File: src/rtl/uart_pkg.sv
// Shared definitions for the FIFO-drain UART transmitter: FSM state
// encoding, default bit period and the idle line level.
package uart_pkg;

   typedef enum logic [2:0] {
      ST_IDLE   = 3'd0,
      ST_FETCH  = 3'd1,
      ST_LOAD   = 3'd2,
      ST_START  = 3'd3,
      ST_DATA   = 3'd4,
      ST_PARITY = 3'd5,
      ST_STOP   = 3'd6
   } uart_state_t;

   // 25 MHz system clock, 115200 baud
   localparam int CLKS_PER_BIT_DEFAULT = 217;

   localparam logic UART_IDLE_LEVEL = 1'b1;

   // Even parity bit: makes the count of ones across data + parity even
   function automatic logic even_parity(input logic [7:0] data);
      return ^data;
   endfunction

endpackage

File: src/rtl/uart_baud_gen.sv
// Bit-period counter. Counts 0..CLKS_PER_BIT-1 and flags the last count
// with tick; clear restarts the period (used on every FSM state entry).
module uart_baud_gen #(
   parameter int CLKS_PER_BIT = 217
) (
   input  logic clk,
   input  logic rst,
   input  logic clear,
   output logic tick
);

   localparam int CW = $clog2(CLKS_PER_BIT);
   localparam logic [CW-1:0] LAST = CW'(CLKS_PER_BIT - 1);

   logic [CW-1:0] count_r;

   // Period counter: clear has priority, wraps after the last count
   always_ff @(posedge clk or posedge rst) begin
      if (rst) begin
         count_r <= {CW{1'b0}};
      end else if (clear) begin
         count_r <= {CW{1'b0}};
      end else if (count_r == LAST) begin
         count_r <= {CW{1'b0}};
      end else begin
         count_r <= count_r + {{(CW-1){1'b0}}, 1'b1};
      end
   end

   assign tick = (count_r == LAST);

endmodule

File: src/rtl/fifo_uart_tx.sv
// FIFO drain stage: pops one byte per frame from the byte FIFO and sends
// it LSB first on a UART line (8N1). Defining FIFO_UART_PARITY_EN inserts
// an even-parity bit between the data bits and the stop bit.
// All outputs are registered from the next-state values so they line up
// with the state they belong to.
module fifo_uart_tx
   import uart_pkg::*;
#(
   parameter int CLKS_PER_BIT = CLKS_PER_BIT_DEFAULT
) (
   input  logic       clk,
   input  logic       rst,
   input  logic       en,
   input  logic       fifo_empty,
   input  logic [7:0] fifo_data,
   output logic       fifo_rd_en,
   output logic       tx,
   output logic       busy
);

   uart_state_t state_r;
   uart_state_t next_state_s;

   logic [7:0] shift_r;
   logic [7:0] shift_next_s;
   logic [2:0] bit_idx_r;
   logic [2:0] bit_idx_next_s;

   logic tx_r;
   logic busy_r;
   logic rd_en_r;
   logic tx_next_s;
   logic busy_next_s;
   logic rd_en_next_s;

   logic tick_s;
   logic clear_s;

`ifdef FIFO_UART_PARITY_EN
   logic parity_r;
`endif

   // Every state entry restarts the bit period
   assign clear_s = (next_state_s != state_r);

   uart_baud_gen #(
      .CLKS_PER_BIT(CLKS_PER_BIT)
   ) u_baud (
      .clk   (clk),
      .rst   (rst),
      .clear (clear_s),
      .tick  (tick_s)
   );

   // State register
   always_ff @(posedge clk or posedge rst) begin
      if (rst) begin
         state_r <= ST_IDLE;
      end else begin
         state_r <= next_state_s;
      end
   end

   // Next-state logic; en and fifo_empty matter only in IDLE and at the end of STOP
   always_comb begin
      next_state_s = state_r;
      case (state_r)
         ST_IDLE: begin
            if (en && !fifo_empty) begin
               next_state_s = ST_FETCH;
            end else begin
               next_state_s = ST_IDLE;
            end
         end
         ST_FETCH: begin
            next_state_s = ST_LOAD;
         end
         ST_LOAD: begin
            next_state_s = ST_START;
         end
         ST_START: begin
            if (tick_s) begin
               next_state_s = ST_DATA;
            end else begin
               next_state_s = ST_START;
            end
         end
         ST_DATA: begin
            if (tick_s && (bit_idx_r == 3'd7)) begin
`ifdef FIFO_UART_PARITY_EN
               next_state_s = ST_PARITY;
`else
               next_state_s = ST_STOP;
`endif
            end else begin
               next_state_s = ST_DATA;
            end
         end
         ST_PARITY: begin
`ifdef FIFO_UART_PARITY_EN
            if (tick_s) begin
               next_state_s = ST_STOP;
            end else begin
               next_state_s = ST_PARITY;
            end
`else
            // Unreachable without parity; recover to a safe idle line
            next_state_s = ST_IDLE;
`endif
         end
         ST_STOP: begin
            if (tick_s) begin
               if (en && !fifo_empty) begin
                  next_state_s = ST_FETCH;
               end else begin
                  next_state_s = ST_IDLE;
               end
            end else begin
               next_state_s = ST_STOP;
            end
         end
         default: begin
            next_state_s = ST_IDLE;
         end
      endcase
   end

   // Shift register and bit index: load in LOAD, shift on each data-bit end
   always_comb begin
      shift_next_s   = shift_r;
      bit_idx_next_s = bit_idx_r;
      case (state_r)
         ST_LOAD: begin
            shift_next_s   = fifo_data;
            bit_idx_next_s = 3'd0;
         end
         ST_DATA: begin
            if (tick_s) begin
               shift_next_s   = {1'b0, shift_r[7:1]};
               bit_idx_next_s = bit_idx_r + 3'd1;
            end else begin
               shift_next_s   = shift_r;
               bit_idx_next_s = bit_idx_r;
            end
         end
         default: begin
            shift_next_s   = shift_r;
            bit_idx_next_s = bit_idx_r;
         end
      endcase
   end

   // Datapath registers
   always_ff @(posedge clk or posedge rst) begin
      if (rst) begin
         shift_r   <= 8'h00;
         bit_idx_r <= 3'd0;
      end else begin
         shift_r   <= shift_next_s;
         bit_idx_r <= bit_idx_next_s;
      end
   end

`ifdef FIFO_UART_PARITY_EN
   // Parity of the byte, captured alongside the shift register load
   always_ff @(posedge clk or posedge rst) begin
      if (rst) begin
         parity_r <= 1'b0;
      end else if (state_r == ST_LOAD) begin
         parity_r <= even_parity(fifo_data);
      end else begin
         parity_r <= parity_r;
      end
   end
`endif

   // Output decode from the state being entered, so registered outputs track the state
   always_comb begin
      tx_next_s    = UART_IDLE_LEVEL;
      busy_next_s  = (next_state_s != ST_IDLE);
      rd_en_next_s = (next_state_s == ST_FETCH);
      case (next_state_s)
         ST_START: begin
            tx_next_s = 1'b0;
         end
         ST_DATA: begin
            tx_next_s = shift_next_s[0];
         end
`ifdef FIFO_UART_PARITY_EN
         ST_PARITY: begin
            tx_next_s = parity_r;
         end
`endif
         default: begin
            tx_next_s = UART_IDLE_LEVEL;
         end
      endcase
   end

   // Output registers; reset forces an idle line at once
   always_ff @(posedge clk or posedge rst) begin
      if (rst) begin
         tx_r    <= UART_IDLE_LEVEL;
         busy_r  <= 1'b0;
         rd_en_r <= 1'b0;
      end else begin
         tx_r    <= tx_next_s;
         busy_r  <= busy_next_s;
         rd_en_r <= rd_en_next_s;
      end
   end

   assign tx         = tx_r;
   assign busy       = busy_r;
   assign fifo_rd_en = rd_en_r;

endmodule

File: config.mk
export PLATFORM = sky130hd
export DESIGN_NAME = fifo_uart_tx
export DESIGN_NICKNAME = d
export VERILOG_FILES = /design/src/rtl/uart_pkg.sv /design/src/rtl/uart_baud_gen.sv /design/src/rtl/fifo_uart_tx.sv
export SDC_FILE = /design/constraint.sdc
export NUM_CORES = 1
export LEC_CHECK = 0
export ABC_CLOCK_PERIOD_IN_PS = 1670
export CAP_MARGIN = 20
export CORE_ASPECT_RATIO = 1.25
export CORE_UTILIZATION = 49
export CTS_BUF_LIST = sky130_fd_sc_hd__clkbuf_4 sky130_fd_sc_hd__clkbuf_8 sky130_fd_sc_hd__clkbuf_16
export CTS_CLUSTER_DIAMETER = 120
export DETAILED_ROUTE_END_ITERATION = 7
export GPL_ROUTABILITY_DRIVEN = 1
export PLACE_DENSITY = 0.74
export SLEW_MARGIN = 20
export SYNTH_ARGS = -nofsm -noshare
export SYNTH_HDL_FRONTEND = slang
export SYNTH_SLANG_ARGS = --single-unit
File: constraint.sdc
create_clock -name clk -period 1.67 [get_ports clk]
set_input_delay 0.334 -clock clk [delete_from_list [all_inputs] [get_ports clk]]
set_output_delay 0.334 -clock clk [all_outputs]
set_load 0.01 [all_outputs]
---- Word-level counts from Yosys, hierarchy flattened ----
Cells that the tools add are included.
word-level totals
  register bits ........................... 25
  word-level logic and storage cells ...... 41
cells by class
  add/sub/neg operators ................... 2
  eq/ne operators ......................... 12
  muxes and demuxes ....................... 12
  reductions and logical operators ........ 7
operators with widths
  cell                 count
  $mux 8               3
  $pmux 3 s6           1
  $pmux 8 s2           1
  $eq 3x3->1 const B   4
  $eq 3x2->1 const B   3
  $mux 3               3
  $add 8x1->8 const B  1
  $eq 8x8->1 const B   1
  $eq 3x1->1 const B   2
  $pmux 3 s2           1
  $add 3x1->3 const B  1
  $logic_not 3->1      1
  $ne 3x3->1           1
  $reduce_bool 3->1    1
  $logic_and 1x1->1    2
  $mux 2               1
  $ne 2x2->1 const B   1
  $pmux 1 s2           1
  $reduce_and 2->1     1
  $reduce_bool 2->1    1
  $logic_not 1->1      1
  $mux 1               1

---- Logic depth before layout (Yosys ltp) ----
Gate-level depths: netlist of the first run.
  depth in word-level cells ............... 7
  depth in mapped cells ................... 9
  depth with buffers taken out ............ 7

---- By module ----
Synthesis of the first run repeated with hierarchy kept, for this count alone.
second synthesis, totals
  cells, all modules ...................... 133
  area total of the unflattened synthesis .. 1420.1 sq um
by module, submodules not included
  module         instances  cells an instance  area each (sq um)
  fifo_uart_tx   1          88                 999.7
  uart_baud_gen  1          45                 420.4

---- Least setup slack after synthesis of the first run ----
OpenSTA, ideal clock, no wires.
  path kind ............................... reg2reg
  start point ............................. register u_baud.count_r[0]
  end point ............................... register tx_r, in the netlist tx
  arrival time ............................ 1.670 ns
  required time ........................... 1.587 ns
  path slack .............................. -0.084 ns
  cell stages (with the launch flop) ...... 9
  period minus slack after synthesis ...... 1.754 ns
  cells stage by stage .................... dfrtp_1 inv_1 ha_1 nand3b_2 nor2_4 and3_4 buf_6 a211o_1 o32a_1
RTL lines
  item                    RTL line             source
  from (decl)             uart_baud_gen.sv:15  logic [CW-1:0] count_r;
  from (signal assigned)  uart_baud_gen.sv:20  count_r <= {CW{1'b0}};
  from (signal assigned)  uart_baud_gen.sv:22  count_r <= {CW{1'b0}};
  from (signal assigned)  uart_baud_gen.sv:24  count_r <= {CW{1'b0}};
  $eq 8x8->1              uart_baud_gen.sv:30  assign tick = (count_r == LAST);
  $mux 8                  fifo_uart_tx.sv:138  if (tick_s) begin
  $pmux 8 s2              fifo_uart_tx.sv:132  case (state_r)
  net shift_next_s[0]     fifo_uart_tx.sv:25   logic [7:0] shift_next_s;
  $pmux 1 s2              fifo_uart_tx.sv:182  case (next_state_s)
  net tx_next_s           fifo_uart_tx.sv:32   logic tx_next_s;
  to (signal assigned)    fifo_uart_tx.sv:207  tx_r <= tx_next_s;
  to (decl)               fifo_uart_tx.sv:29   logic tx_r;
The timed path passes the listed nets, and every way through them passes these cells. The select of a mux whose other input is x is not followed.
A chain may end at the register's enable or synchronous reset.

---- Final worst setup path of the first run ----
  start point ............................. register u_baud.count_r[1]
  end point ............................... register tx_r, in the netlist tx
The elaborated chain is that of the path after synthesis.

==> results.toml, run 1 <==
[status]
status = "finished, violations left"
violations = "negative setup slack"

[global_routing]
busiest_layer = "met2"
grt_pass1_wl_um = 4119
use_met2_pct = 34.36
grtUsageMet1_pct = 25.45
grt_start_max_net_pins = 26
grt_use_met3_pct = 1.829
antenna_found_initial = 0
overflow = 0
grt_pass1_vias = 974
grt_usage_pct = 20.23

[synthesis]
netlist_instances = 128
avgSynthCellArea_sq_um = 10.12
yosys-top-cells-area = "dfrtp_1, o21ai_0, a22o_1"
ys.flop_type = "dfrtp_1"
synthArstFlopShare_pct = 100.0
yosysTopAreaCell = "dfrtp_1"
netlist_area_sq_mm = 0.001295
yosysMostFrequentCell = "dfrtp_1"
ys_warn_count = 0
synth-seq-cells = 25
synth_commonest_cells = "dfrtp_1, nor2_1, o21ai_0"
yosysTopAreaCellShare_pct = 46.38
synth_edf_count = 0
ys_types = 35
yosysSeqAreaShare_pct = 48.41
synth_fp_nets = 144

[critical_path]
crit_path_max_fanout = 4
rr_startpoint = "u_baud.count_r[1]"
regToRegEndpoint = "tx"
cp-end-kind = "flop"
path_class = "flop to flop"
worstSetupEndpoint = "tx"
start_kind = "flop"
ff2ff_setup_slack_ps = -20
cp-startpoint = "u_baud.count_r[1]"
arrival_ps = 1940
crit_required_ps = 1920
reg2regPathDepth = 7

[timing]
finalWorstSetupSlack_ps = -24.58
fmax_ghz = 0.5901
worst_pin_slew_ps = 311.5
finClkSkew_ps = 12.74
grt_setup_unrepaired = "true"
finalHoldViolCount = 0
relSlewSlack_pct = 79.21
fin_crit_ps = 1695
setup_violations = 1
setup_tns_ps = -24.58
timing.final.crit_share_pct = 101.5
final_max_slew_viol_count = 0

[placement]
finalWeightedCongestion = 0.8527
port_buffers = 14
hpwl_um = 1821

[cells_and_area]
syn2layout_area_growth_pct = 24.73
num-nets-final = 171
drive_gt1_share_pct = 19.48
diodes = 0

[power]
pwr-share-clk_pct = 29.9
p_leak_uw = 0.0008367
power_frac_seq_pct = 64.6
powerDensity_mw_per_mm2 = 594.7
swShare_pct = 21.25
power.internal_uw = 756.5
netSwitchingPower_uw = 204.1
share_comb_of_total_power_pct = 5.5
fin_total_pwr_uw = 960.6
ir_drop_v = 0.0006008

[clock_network]
root_buffer = "clkbuf_4"
ctsHoldBuffers = 0
cts_tree = "done"
clkLatencyLatePin_ps = 320
cts_buffers = 3
clk_pin_slew_ps = 140
clock_sinks = 25
cts_max_level = 1
cts_max_path_buffers = 2

[drt]
routed-via-count = 1018
wl_um = 2478
drc_errors = 0
vias_per_cell = 5.444
wl_per_cell_um = 13.25
drt_iter0_drc = 20
first_pass_iters = 4
ant_nets = 0

[min_path]
hold_path.class = "primary input to async pin"

[floorplanning]
num_rows = 20
fp.dieW_um = 47.98
coreArea_sq_mm = 0.002477
dieArea_sq_mm = 0.002854
dieHeight_um = 59.48
start_util_pct = 52.27
ios = 15

[run]
maxCapViolCount = 0
[worst max-delay path, stage by stage (launching register included)]
cell,delay [ps]
dfrtp_1,400
inv_1,60
ha_2,190
nand3b_4,100
nor2_4,130
a31oi_1,100
a211o_1,270
o32a_1,360
[power by group through the flow]
stage	clock network (uW)	logic (uW)	registers, uW
after floorplan	0	20.6	630
after global placement	0	51.6	632
after detailed placement	0	53.1	632
after CTS	290	53.4	621
after global routing	303	60.3	622
final	287	52.6	621
[placed cells by master (no fill, tap or decap), types with 2 or more instances in the layout]
cell / count
nor2_4: 2
inv_1: 5
clkdlybuf4s50_1: 13
a31oi_1: 2
and3_1: 3
clkbuf_4: 4
and2_1: 2
a22o_1: 6
ha_1: 3
o21ai_0: 11
xor2_1: 5
dfrtp_1: 24
nor2_1: 11
a21o_1: 6
buf_4: 12
a21oi_1: 4
nand2b_1: 4
nor2b_1: 2
nand3_1: 5
nand2_1: 9
[through the flow]
step                worst slack, ps  hold WS (ps)  cells  cell area (sq um)  util (%)
floorplan                    0.1443         360.6    128               1309         -
global placement             -42.75         459.6    183               1559     62.93
detailed placement           -115.1         467.2    183               1559     62.93
CTS                          -30.84         355.9    187               1590     64.19
global route                 -89.79         406.9    187               1615     65.20
finish                       -24.58         339.7    187               1615     65.20
[area by class of cell]
class / instances / area [sq um]
Fill cell: 203 / 862.1
Multi-Input combinational cell: 93 / 658.1
Sequential cell: 25 / 626.9
Timing Repair Buffer: 27 / 240.2
Tap cell: 33 / 41.29
Clock buffer: 4 / 30.03
Inverter: 5 / 18.77
[worst min-delay path by stage]
stage / startpoint / endpoint / depth (start not counted)
floorplan: rst / bit_idx_r[0] / 1
global placement: shift_r[3] / shift_r[3] / 1
detailed placement: shift_r[5] / shift_r[5] / 1
CTS: rst / u_baud.count_r[5] / 3
global route: rst / u_baud.count_r[5] / 3
finish: rst / shift_r[7] / 3
[logic make-up (layout without fill, tap and decap cells)]
kind of cell             Yosys count  in the layout  share of synthesized area [%]
AO/OA/AOI/OAI                     34             34                          17.30
multiplexers                       3              3                          2.415
adder cells (fa/ha/maj)            5              5                          4.638
AND/OR/NAND/NOR                   45             45                          19.52
flip-flops                        25             25                          48.41
XOR/XNOR                           6              6                          4.058
buffers and inverters             10             36                          3.672
[sequential cells by signal, summed over array words and instances, names as in the netlist]
name and flops:
bit_idx_r 3, shift_r 8, busy 1, fifo_rd_en 1
u_baud.count_r 8, tx 1, state_r 3
[metal layers]
layer  part of all wire, %  vias up  routed length (um)
li1                      -      502                   -
met1                    45      496                1103
met2                    52       15                1277
met3                   2.2        5                  55
met4                   1.7        0                  41
met5                     0        -                   0
[repair_timing]
| action | CTS | global route |
|---|---|---|
| buffers inserted | 0 | 0 |
| endpoints found under the setup margin | 3 | 9 |
| pin swaps | 2 | 1 |
| resized for setup | 3 | 6 |
(Power assumes the default switching activity.)
==> inputs of run 2 (changes only) <==
Settings changed: CORE_MARGIN set to 10, HOLD_SLACK_MARGIN set to 0.06.
==> run 2 against run 1 <==
Sequential power is essentially flat; combinational power shrank 1%; hold slack lost 6.8 ps; non-clock buffer count shrank 1; die area grew 79%; first-iteration DRC count grew 20%; the flow still finishes with violations (negative setup slack); clock skew shrank 4.8 ps; worst setup slack gained 18 ps.
==> results.toml, run 2 (synthesis results as in run 1) <==
[cells_and_area]
seq_area_sq_um = 626.9
final_util_pct = 64.70
drive_gt1_share_pct = 19.61
num-nets-final = 170
final_cell_area_sq_mm = 0.001603
syn2layout_area_growth_pct = 23.77
diodes = 0
most-common-layout-cells = "dfrtp_1, clkdlybuf4s50_1, buf_4"
layout_commonest_cell = "dfrtp_1"
reg.largest.list = "shift_r x8, u_baud.count_r x8"
fillers = 200
multiInputGateArea_sq_um = 656.9

[global_routing]
grt_start_max_net_pins = 26
grt_pass1_vias = 1047
overflow = 0
grt_usage_pct = 10.60
antenna_found_initial = 0
grt_pass1_wl_um = 4381

[critical_path]
slowest_delay_ps = 400
crit_required_ps = 1940
crit_slowest_cell = "dfrtp_1"
path_class = "flop to flop"
ff2ff_setup_slack_ps = -7
start_kind = "flop"
cp-end-kind = "flop"
arrival_ps = 1950
path_cells = "inv_1, ha_2, nand3b_4, or2_4, nor2_4, mux2i_2, o32a_1"
crit_path_max_fanout = 4

[timing]
finalWorstSetupSlack_ps = -7.053
relSlewSlack_pct = 78.72
finalHoldViolCount = 0
fin_crit_ps = 1677
setup_tns_ps = -7.053
grt_setup_unrepaired = "true"
final_max_slew_viol_count = 0
timing.final.crit_share_pct = 100.4
worst_pin_slew_ps = 318.9
fmax_ghz = 0.5963
setup_violations = 1
finClkSkew_ps = 7.902

[floorplanning]
ios = 15
dieArea_sq_mm = 0.005112
dieHeight_um = 77.48
coreArea_sq_mm = 0.002477
fp.dieW_um = 65.98
num_rows = 20
start_util_pct = 52.27

[status]
violations = "negative setup slack"
status = "finished, violations left"

[clock_network]
cts_max_path_buffers = 2
clkLatencyLatePin_ps = 330
clock_sinks = 25
cts_tree = "done"
clk_pin_slew_ps = 140
cts_max_level = 1
cts_buffers = 3
root_buffer = "clkbuf_4"
ctsHoldBuffers = 0

[run]
maxCapViolCount = 0

[drt]
wl_um = 2525
drt_iter0_drc = 24
vias_per_cell = 5.312
first_pass_iters = 4
drc_errors = 0
routed-via-count = 988
ant_nets = 0
wl_per_cell_um = 13.58

[power]
fin_total_pwr_uw = 951.1
p_leak_uw = 0.0008224
ir_drop_v = 0.0004858
powerDensity_mw_per_mm2 = 593.4

[placement]
hpwl_um = 1848
port_buffers = 14
placed_area_sq_mm = 0.001544
finalWeightedCongestion = 0.8010

[min_path]
hold_path.class = "primary input to async pin"
## run 2: through the flow
step | setup WS, ps | hold slack, ps | instances
6_report | -7.053 | 332.8 | 186
4_1_cts | 1.621 | 341.4 | 185
3_5_place_dp | -76.67 | 470.1 | 181
5_1_grt | -73.19 | 354.2 | 186
2_1_floorplan | 0.1443 | 360.6 | 128
3_3_place_gp | -49.46 | 460.0 | 181
## run 2: worst paths after layout
kind / startpoint / to / cells past startpoint
max: u_baud.count_r[0] / tx / 7
min: rst / u_baud.count_r[2] / 3
max reg2reg: u_baud.count_r[0] / tx / 7
min reg2reg: shift_r[6] / shift_r[6] / 1
max in group asynchronous: rst / tx / 3
min in group clk: shift_r[6] / shift_r[6] / 1
## run 2: cell type report
class,instances,area share [%]
tap,33,2.576
inverter,5,1.171
clock inverter,1,0.4684
timing repair buffer,26,14.29
sequential,25,39.11
clock buffer,3,1.405
multi-input combinational,93,40.98
## run 2: repair_timing
action,in CTS,in global routing
endpoints found under the setup margin,3,4
buffers inserted,0,1
gates resized for setup,5,5
pin swaps,2,1
## run 2: critical path, delay by kind of cell, from the launching register on
family                     cells  cell delay [ps]
AOI/OAI and AO/OA              1              230
adders and majority gates      1              180
buffers and inverters          1               60
and+or+nand+nor                3              470
DFF                            1              400
muxes                          1              280
## run 2: per-layer routing
| metal | track usage, % | up-vias | part of all wire [%] |
|---|---|---|---|
| li1 | - | 494 | - |
| met1 | 10.67 | 475 | 40 |
| met2 | 18.51 | 15 | 54 |
| met3 | 2.874 | 4 | 3.8 |
| met4 | 6.723 | 0 | 1.8 |
| met5 | 0 | - | 0 |
## run 2: where the power goes
group / total [uW] / leakage [uW] / switching [uW] / internal (uW)
Sequential: 620 / 0.000288 / 5.20 / 615
Clock: 279 / 0.0000139 / 187 / 91.7
Combinational: 51.9 / 0.000520 / 20.5 / 31.5
==> inputs of run 3 (changes only) <==
Settings changed: CORE_MARGIN 10 to 3.
==> run 3 against run 2 <==
The run still ends with negative setup slack left; largest power group unchanged; first-iteration DRC count is 13% higher; utilization is 0.91 points higher; highest routed layer unchanged; routed wire length is 4.8% higher; largest cell class unchanged; global-route usage is 7.7 points higher; sequential power hardly changed; clock power is 2% higher; worst setup slack worse by 37 ps.
==> results.toml, run 3 (synthesis results as in run 1) <==
[global_routing]
grt_usage_pct = 18.32
grt_pass1_vias = 1065
grt_start_max_net_pins = 26
overflow = 0
antenna_found_initial = 0
grt_pass1_wl_um = 4609

[timing]
fmax_ghz = 0.5834
setup_violations = 1
finalWorstSetupSlack_ps = -44.23
setup_tns_ps = -44.23
final_max_slew_viol_count = 0
finClkSkew_ps = 6.412
timing.final.crit_share_pct = 102.6
worst_pin_slew_ps = 353.3
grt_setup_unrepaired = "true"
finalHoldViolCount = 0
relSlewSlack_pct = 76.40
fin_crit_ps = 1714

[cells_and_area]
fillers = 202
final_cell_area_sq_mm = 0.001625
final_util_pct = 65.61
num-nets-final = 172
syn2layout_area_growth_pct = 25.51
most-common-layout-cells = "dfrtp_1, buf_4, clkdlybuf4s50_1"
layout_commonest_cell = "dfrtp_1"
diodes = 0
reg.largest.list = "shift_r x8, u_baud.count_r x8"
drive_gt1_share_pct = 19.35

[clock_network]
clkLatencyLatePin_ps = 320
cts_max_path_buffers = 2
clk_pin_slew_ps = 130
root_buffer = "clkbuf_4"
cts_buffers = 3
cts_max_level = 1
clock_sinks = 25
ctsHoldBuffers = 0
cts_tree = "done"

[status]
violations = "negative setup slack"
status = "finished, violations left"

[drt]
drc_errors = 0
drt_iter0_drc = 27
wl_um = 2647
ant_nets = 0
wl_per_cell_um = 14.08
first_pass_iters = 4
vias_per_cell = 5.468
routed-via-count = 1028

[critical_path]
arrival_ps = 1960
crit_required_ps = 1920
critPathBufInv = 1
cp-end-kind = "flop"
crit_slowest_cell = "dfrtp_1"
path_cells = "inv_1, ha_2, nand3b_4, or2_4, nor2_4, mux2i_4, o32a_1"
crit_family = "simple AND/OR/NAND/NOR gates"
start_kind = "flop"
path_class = "flop to flop"
slowest_delay_ps = 410
crit_path_max_fanout = 5

[floorplanning]
fp.dieW_um = 51.98
num_rows = 20
start_util_pct = 52.27
dieArea_sq_mm = 0.003299
coreArea_sq_mm = 0.002477
dieHeight_um = 63.48
ios = 15

[placement]
placed_area_sq_mm = 0.001559
port_buffers = 14
finalWeightedCongestion = 0.8357
hpwl_um = 1849

[power]
powerDensity_mw_per_mm2 = 590.8
ir_drop_v = 0.0004583
fin_total_pwr_uw = 960.2
p_leak_uw = 0.0008398

[min_path]
hold_path.class = "primary input to async pin"

[run]
maxCapViolCount = 0
## run 3: worst register-to-register path: stages, from the launching register on
cell and delay (ps):
dfrtp_1 410, inv_1 70, ha_2 190, nand3b_4 100
or2_4 280, nor2_4 120, mux2i_4 90, o32a_1 390
## run 3: power breakdown
| group | internal, uW | total, uW | switching [uW] |
|---|---|---|---|
| clock | 110 | 285 | 175 |
| combinational | 31.6 | 54.1 | 22.5 |
| sequential | 615 | 621 | 5.98 |
| total | 757 | 960 | 204 |
## run 3: routing by layer
layer  GRT usage, %  vias to the layer above  wire length (um)
li1               -                      505                 -
met1          22.27                      498              1062
met2          31.92                       18              1454
met3          2.128                        7                68
met4          7.213                        0                61
met5              0                        -                 0
## run 3: metrics by stage
| stage | hold WS (ps) | instances | setup WS, ps |
|---|---|---|---|
| final | 361.8 | 188 | -44.23 |
| after global routing | 394.2 | 188 | -98.15 |
| after floorplan | 360.6 | 128 | 0.1443 |
| after global placement | 460.2 | 183 | -44.13 |
| after CTS | 376.7 | 187 | -8.271 |
| after detailed placement | 473.6 | 183 | -80.73 |
## run 3: what timing repair did
action                                 4_1_cts  5_1_grt
setup endpoints to repair                    3        2
endpoints found under the hold margin        0        0
gates cloned                                 0        0
buffers inserted                             0        1
pin swaps                                    2        1
resized for setup                            5        3
## run 3: worst paths after layout
kind,from,endpoint,slack [ps],depth (start not counted)
worst max-delay path,u_baud.count_r[1],tx,-40,7
worst min-delay path,rst,u_baud.count_r[5],360,3
worst max register to register,u_baud.count_r[1],tx,-40,7
worst min register to register,shift_r[4],shift_r[4],500,1
max in group asynchronous,rst,tx,1020,3
min in group clk,shift_r[4],shift_r[4],500,1
## run 3: layout make-up
type / instances / area, sq um / area share (%)
tap: 33 / 41.29 / 2.540
multi-input combinational: 93 / 664.4 / 40.88
inverter: 5 / 18.77 / 1.155
clock buffer: 4 / 30.03 / 1.848
sequential: 25 / 626.9 / 38.57
timing repair buffer: 28 / 244.0 / 15.01
